## src/rtl/sram_bank_access_ctrl.sv

```systemverilog
// Requester-side controller for one single-port SRAM bank.
// Arbitrates a write and a read request stream onto the bank pins, one access
// per cycle. Read data returns one cycle later and is captured into a small
// response FIFO. Reads are credit-limited so returned data is never dropped.
//
// Handshake semantics (all three streams): a beat transfers in a cycle where
// valid and ready are both high. ready may depend combinationally on valid.
// A requester must hold valid and its payload until the beat transfers.
// rd_data_valid/rd_data form the response stream; rd_data is the FIFO head
// and stays stable until it is popped.
module sram_bank_access_ctrl #(
  parameter int ADDR_WIDTH  = 8,
  parameter int DATA_WIDTH  = 16,
  parameter int FETCH_WIDTH = 4,
  parameter int OUT_DEPTH   = 2
) (
  input  logic                              clk,
  input  logic                              reset,
  input  logic                              clk_en,
  input  logic                              wr_valid,
  output logic                              wr_ready,
  input  logic [ADDR_WIDTH-1:0]             wr_addr,
  input  logic [FETCH_WIDTH*DATA_WIDTH-1:0] wr_data,
  input  logic                              rd_valid,
  output logic                              rd_ready,
  input  logic [ADDR_WIDTH-1:0]             rd_addr,
  output logic                              rd_data_valid,
  input  logic                              rd_data_ready,
  output logic [FETCH_WIDTH*DATA_WIDTH-1:0] rd_data,
  output logic [ADDR_WIDTH-1:0]             mem_addr_in_bank,
  output logic                              mem_cen_in_bank,
  output logic                              mem_wen_in_bank,
  output logic [FETCH_WIDTH*DATA_WIDTH-1:0] mem_data_in_bank,
  input  logic [FETCH_WIDTH*DATA_WIDTH-1:0] mem_data_out_bank
);

  localparam int WORD_W = FETCH_WIDTH * DATA_WIDTH;
  localparam int PTR_W  = (OUT_DEPTH > 1) ? $clog2(OUT_DEPTH) : 1;
  localparam int CNT_W  = $clog2(OUT_DEPTH + 1);

  // Which side wins the next contended cycle.
  typedef enum logic {
    SIDE_READ  = 1'b0,
    SIDE_WRITE = 1'b1
  } arb_side_e;

  arb_side_e          prio_side;
  logic               pending_read;
  logic [CNT_W-1:0]   fifo_count;
  logic [PTR_W-1:0]   head_ptr;
  logic [PTR_W-1:0]   tail_ptr;
  logic [WORD_W-1:0]  fifo_mem [OUT_DEPTH];

  logic               active;
  logic [CNT_W:0]     credit_used;
  logic               rd_ok;
  logic               wr_cand;
  logic               rd_cand;
  logic               contended;
  logic               wr_gnt;
  logic               rd_gnt;
  logic               push;
  logic               pop;

  // Grant selection: a lone candidate wins; on contention the priority side wins.
  always_comb begin
    active      = clk_en & ~reset;
    credit_used = {1'b0, fifo_count} + (CNT_W + 1)'(pending_read);
    rd_ok       = credit_used < (CNT_W + 1)'(OUT_DEPTH);
    wr_cand     = active & wr_valid;
    rd_cand     = active & rd_valid & rd_ok;
    contended   = wr_cand & rd_cand;
    wr_gnt      = wr_cand & (~rd_cand | (prio_side == SIDE_WRITE));
    rd_gnt      = rd_cand & (~wr_cand | (prio_side == SIDE_READ));
    push        = active & pending_read;
    pop         = active & rd_data_valid & rd_data_ready;
  end

  // Bank pins and handshake outputs follow the grant directly; idle pins are 0.
  always_comb begin
    wr_ready         = wr_gnt;
    rd_ready         = rd_gnt;
    mem_cen_in_bank  = wr_gnt | rd_gnt;
    mem_wen_in_bank  = wr_gnt;
    mem_addr_in_bank = '0;
    mem_data_in_bank = '0;
    if (wr_gnt) begin
      mem_addr_in_bank = wr_addr;
      mem_data_in_bank = wr_data;
    end else if (rd_gnt) begin
      mem_addr_in_bank = rd_addr;
    end
    rd_data_valid = ~reset & (fifo_count != '0);
    rd_data       = rd_data_valid ? fifo_mem[head_ptr] : '0;
  end

  // Control state: pending read flag, FIFO pointers/count, arbitration priority.
  always_ff @(posedge clk) begin
    if (reset) begin
      prio_side    <= SIDE_READ;
      pending_read <= 1'b0;
      fifo_count   <= '0;
      head_ptr     <= '0;
      tail_ptr     <= '0;
    end else if (clk_en) begin
      // A capture clears the flag; a new read grant in the same cycle re-arms it.
      pending_read <= rd_gnt;
      if (push) begin
        tail_ptr <= tail_ptr + PTR_W'(1);
      end
      if (pop) begin
        head_ptr <= head_ptr + PTR_W'(1);
      end
      case ({push, pop})
        2'b10:   fifo_count <= fifo_count + CNT_W'(1);
        2'b01:   fifo_count <= fifo_count - CNT_W'(1);
        default: fifo_count <= fifo_count;
      endcase
      // Only contended grants hand priority to the other side.
      if (contended) begin
        prio_side <= (prio_side == SIDE_READ) ? SIDE_WRITE : SIDE_READ;
      end
    end
  end

  // Response storage: bank output captured the first enabled cycle after a read.
  always_ff @(posedge clk) begin
    if (push) begin
      fifo_mem[tail_ptr] <= mem_data_out_bank;
    end
  end

endmodule
```

## config.mk

```make
export PLATFORM = sky130hd
export DESIGN_NAME = sram_bank_access_ctrl
export DESIGN_NICKNAME = d
export VERILOG_FILES = /design/src/rtl/sram_bank_access_ctrl.sv
export SDC_FILE = /design/constraint.sdc
export NUM_CORES = 1
export LEC_CHECK = 0
export ABC_CLOCK_PERIOD_IN_PS = 4140
export CORE_MARGIN = 3
export CORE_UTILIZATION = 40
export DETAILED_ROUTE_END_ITERATION = 16
export DONT_BUFFER_PORTS = 1
export PLACE_DENSITY_LB_ADDON = 0.1
export SYNTH_ARGS = -nofsm -noshare
export SYNTH_HDL_FRONTEND = slang
export SYNTH_SLANG_ARGS = --single-unit
```

## constraint.sdc

```tcl
create_clock -name clk -period 4.14 [get_ports clk]
set_input_delay 0.621 -clock clk [delete_from_list [all_inputs] [get_ports clk]]
set_output_delay 0.621 -clock clk [all_outputs]
set_load 0.02 [all_outputs]
```

[Word-level counts from Yosys, hierarchy flattened]
Memories as Yosys holds them, arrays and structs flattened. A register that Yosys moved wholly into a read port is not among the register bits.
Index checks and enable logic that the tools add are counted.
Word-level totals
  logic and storage cells: 48
  memory bits (writable): 128
  bits in registers: 6
  output and inout port bits: 141
  bits of input ports: 150
  memories: 1
Cells by class
  magnitude comparators: 1
  muxes and demuxes: 10
  $add $sub $neg: 5
  reduce and logical (&&, ||, !) cells: 6
  equality and inequality tests: 2
  bitwise logic cells: 18
Memories
  fifo_mem: depth 2, bits a word 64, rd ports 1, clocked after memory_dff 1, write ports 1, line 52  | logic [WORD_W-1:0] fifo_mem [OUT_DEPTH];
Operators with widths (count)
  $mux W64: 2
  $mux W8: 2
  $and A1 B1 Y1: 11
  $reduce_and A2 Y1: 4
  $mux W1: 5
  $not A1 Y1: 4
  $pmux W2 S2: 1
  $reduce_bool A2 Y1: 2
  $add A2 B1 Y3: 1
  $lt A3 B2 Y1 const B: 1
  $or A1 B1 Y1: 3
  $add A1 B1 Y1 const B: 2
  $add A2 B1 Y2 const B: 1
  $eq A2 B1 Y1 const B: 1
  $eq A2 B2 Y1 const B: 1
  $sub A2 B1 Y2 const B: 1

[Longest topological paths before layout]
  depth in word-level cells: 8
  depth in mapped cells: 7
  mapped depth without buffers: 6

[Worst setup path after synthesis]
OpenSTA, ideal clock, no wires.
  path type: input port to flip-flop
  start: in reset
  end: mem fifo_mem[0][0] (netlist name) (enable)
  arrival time: 3.781 ns
  path slack: -0.127 ns
  stages: 4
  required time: 3.654 ns
  library setup time: 0.486 ns
  buffers on the path: 1
  path through: and2b_1 buf_2 nand2_1 nor2_1
Between the ends
  longest elaborated chain between the ends: 5
Ends and longest elaborated chain
  from (decl): line 18  | input logic reset,
  $not A1 Y1: line 67  | active = clk_en & ~reset;
  $and A1 B1 Y1: line 67
  $and A1 B1 Y1: line 75  | push = active & pending_read;
  $mux W1: line 128  | if (push) begin
  $mux W1 (implied by the code): line 129  | fifo_mem[tail_ptr] <= mem_data_out_bank;
  to (decl): line 52
Every way passes these cells.

[Worst setup path in the final report]
  start: reg fifo_count[0]
  end: out mem_data_in_bank[45]
Between the ends
  longest elaborated chain between the ends: 7
Ends and longest elaborated chain
  from (decl): line 49  | logic [CNT_W-1:0] fifo_count;
  from (signal assigned): line 115  | 2'b10: fifo_count <= fifo_count + CNT_W'(1);
  from (signal assigned): line 116  | 2'b01: fifo_count <= fifo_count - CNT_W'(1);
  from (signal assigned): line 117  | default: fifo_count <= fifo_count;
  $add A2 B1 Y3: line 68  | credit_used = {1'b0, fifo_count} + (CNT_W + 1)'(pending_read);
  $lt A3 B2 Y1: line 69  | rd_ok = credit_used < (CNT_W + 1)'(OUT_DEPTH);
  $and A1 B1 Y1: line 71  | rd_cand = active & rd_valid & rd_ok;
  $not A1 Y1: line 73  | wr_gnt = wr_cand & (~rd_cand | (prio_side == SIDE_WRITE));
  $or A1 B1 Y1: line 73
  $and A1 B1 Y1: line 73
  $mux W64: line 87  | if (wr_gnt) begin
  to (decl): line 33  | output logic [FETCH_WIDTH*DATA_WIDTH-1:0] mem_data_in_bank,
Every way passes these cells.

==> results.md <==
* Worst clock skew on the final layout at 0.009786 ns
* Run status: completed
* Clock buffers created by TritonCTS at 17
* Final critical-path share of the clock period at 73.66%
* Cts repair resizes at 0
* Fraction of layout instances using a drive strength above 1 at 10.67%
* Lkg Pwr at 0.002062 µW
* WP data required at 3.52 ns
* Max H-tree Level at 4
* Die height at 126.5 µm
* Destination of the worst register-to-register timing path: fifo_mem[0][55]$_DFFE_PP_
* Post-Route Setup TNS at 0 ns
* Remaining design rule violation count at 0
* TritonCTS clock tree: done
* Commonest non-fill, non-tap cell in the layout: edfxtp_1
* Count of placed standard cells in the final layout, fillers left out at 614
* Max-slew violations at 0
* Least setup slack across all paths after layout at 1.090 ns
* Distinct cell type count after synthesis at 31
* Global-route wire length before repair at 19.93 mm
* WP data arrival at 2.43 ns
* Number of post-CTS setup repair buffers at 0
* Peak Freq at 327.9 MHz
* Number of global-route vias before repair at 3327
* Origin of the worst min-delay path: reset
* Total of hold buffers inserted after clock tree synthesis at 0
* Growth of design area from synthesis to finish at 12.66%
* Sum of routed wire length over all layers at 13.66 mm
* Initial DRC count at 239
* Detail-routed via count per cell at 5.311
* # IOs at 291
* Synthesized netlist cell count at 419
* Initial antenna violation count at 5
* Clock tree root buffer cell: clkbuf_16
* Syn Nets at 570
* Antenna Violating Nets Remaining at 0
* WP depth at 3
* Mean Syn Cell Area at 13.86 µm²
* Critical Path Fanout Max at 65
* DP Cell Count at 580
* Worst Reg-to-Reg Cells at 3
* Crit path largest cell delay at 0.94 ns
* Buffers added on ports at 0
* Critical path startpoint: fifo_count[0]$_SDFFE_PP0P_
* Synthesized area at 5809 µm²
* Cell Rows at 43
* Vias post-DR at 3261
* Post-synthesis sequential element count at 135
* End-of-flow core utilization at 46.61%
* Cell type group with the largest total delay on the critical path: compound AO/OA/AOI/OAI gates
* Pin slew with the least headroom to its limit at 1.125 ns
* Shortest period the worst path allows at 3.050 ns
* Crit end category: primary output
* Setup slack of the most critical reg-to-reg path at 2.35 ns
* Final cell area excluding filler cells at 6545 µm²
* Startpoint class of the critical path: register
* Peak ir drop on the vdd network at 0.3116 mV
* Max_slew headroom at 24.75%
* Hold violation total from the final report at 0
* Final-stage net count at 570
* Final RePlAce weighted congestion at 0.8140
* Crit path buffers/inverters at 0
* Commonest cells after routing, fill and taps aside: edfxtp_1, nor2_1, mux2i_1, and2_1, clkbuf_16
* Pin count of the biggest net entering global routing at 66
* DIE WIDTH at 126.5 µm
* Sink Count at 135
* Ys Warns at 0
* Pre-CTS setup slack at 1.245 ns
* Per-cell routed wire length at 22.24 µm
* Cell-by-cell trace of the critical path: nand2_2 -> a41oi_4 -> and2_1
* Critical Path End: mem_data_in_bank[45]
* Part of the Yosys area used for sequential elements at 68.58%
* Power per unit of standard cell area at 467.5 nW/µm²
* Launch instance of the worst register-to-register path: pending_read$_SDFFE_PP0P_
* Total congestion overflow at 0
* Reg clk slew, reported paths at 0.06 ns
* # setup viols final at 0
* Die ar. at 16000 µm²
* Critical path type: reg -> out
* Core region area at 14040 µm²
* Starting Density at 41.37%
* Maximum number of buffers from clock root to sink at 2
* Global-route usage over all layers at 16.75%
* Clock Latency Late Sink at 0.40 ns
* Library cell contributing the largest single delay on the critical path: a41oi_4
* Unrepaired setup endpoints after global routing: false
* Type of the most critical hold path: in -> reg
* Dpl hpwl at 9.812 mm
* Area after DPL at 5962 µm²
* Max-cap viol count at 0
* Drt first pass iters at 4
==> final cells by class <==
class	instances	area, µm²
clock inverter	13	146.4
tap	180	225.2
multi-input combinational	255	1682
fill	1209	7497
antenna	3	7.507
sequential	135	3988
timing repair buffer	8	60.06
inverter	2	7.507
clock buffer	18	429.2
==> per-layer routing <==
metal	GRT usage (%)	routed length (µm)
met5	0	28
met4	7.634	250
met3	8.842	1560
met2	27.09	7065
met1	18.27	4750
==> cells by family after synthesis <==
logic type | Yosys count | share of synthesized area, %
adders and majority gates | 1 | 0.2153
DFF | 135 | 68.58
AOI/OAI and AO/OA | 15 | 1.831
muxes | 65 | 11.20
and+or+nand+nor | 170 | 14.56
buffers and inverters | 29 | 3.015
xor gates and xnor gates | 4 | 0.6032
==> stage by stage <==
step	total power, µW	hold slack [ns]
3_3_place_gp	1640	0.4815
4_1_cts	3100	0.2462
5_1_grt	3170	0.2498
2_1_floorplan	1633	0.4501
3_5_place_dp	1641	0.4896
6_report	3060	0.2742
==> state kept, by name (all words and copies together), names as in the netlist, named ones only <==
signal	count
pending_read	1
fifo_count	2
tail_ptr	1
head_ptr	1
prio_side	1
fifo_mem	128
==> power by group <==
| group | internal, µW | total, µW | switching, µW |
|---|---|---|---|
| sequential | 1510 | 1520 | 6.17 |
| combinational | 25.7 | 96.9 | 71.2 |
| clock | 890 | 1450 | 558 |
| total | 2420 | 3060 | 635 |
==> how the worst min path moves through the flow <==
stage | endpoint | depth (start not counted)
floorplan | prio_side$_SDFFE_PP0P_ | 1
global placement | prio_side$_SDFFE_PP0P_ | 1
detailed placement | prio_side$_SDFFE_PP0P_ | 1
CTS | register | 1
global route | register | 1
finish | register | 1
==> synth_stat cells (all sizes together) <==
library cell,instances,area (µm²)
nand2,13,51.30
dfxtp,7,140.1
xnor2,1,8.760
o21ai,1,5.000
and2,64,400.4
nor2b,2,15.02
a31o,1,8.760
nand2b,4,25.02
o21bai,1,7.510
buf,25,160.1
mux2i,65,650.6
edfxtp,128,3844
and3,2,12.51
xor2,3,26.28
a21oi,1,5.000
clkbuf,2,7.510
inv,2,7.510
a41oi,1,16.27
o211ai,1,7.510
ha,1,12.51
and2b,1,7.510
nand3b,1,7.510
nand4,1,6.260
nor2,72,270.3
nand3,10,50.05
o22ai,9,56.30
No activity file was read; power rests on OpenSTA's default activity.
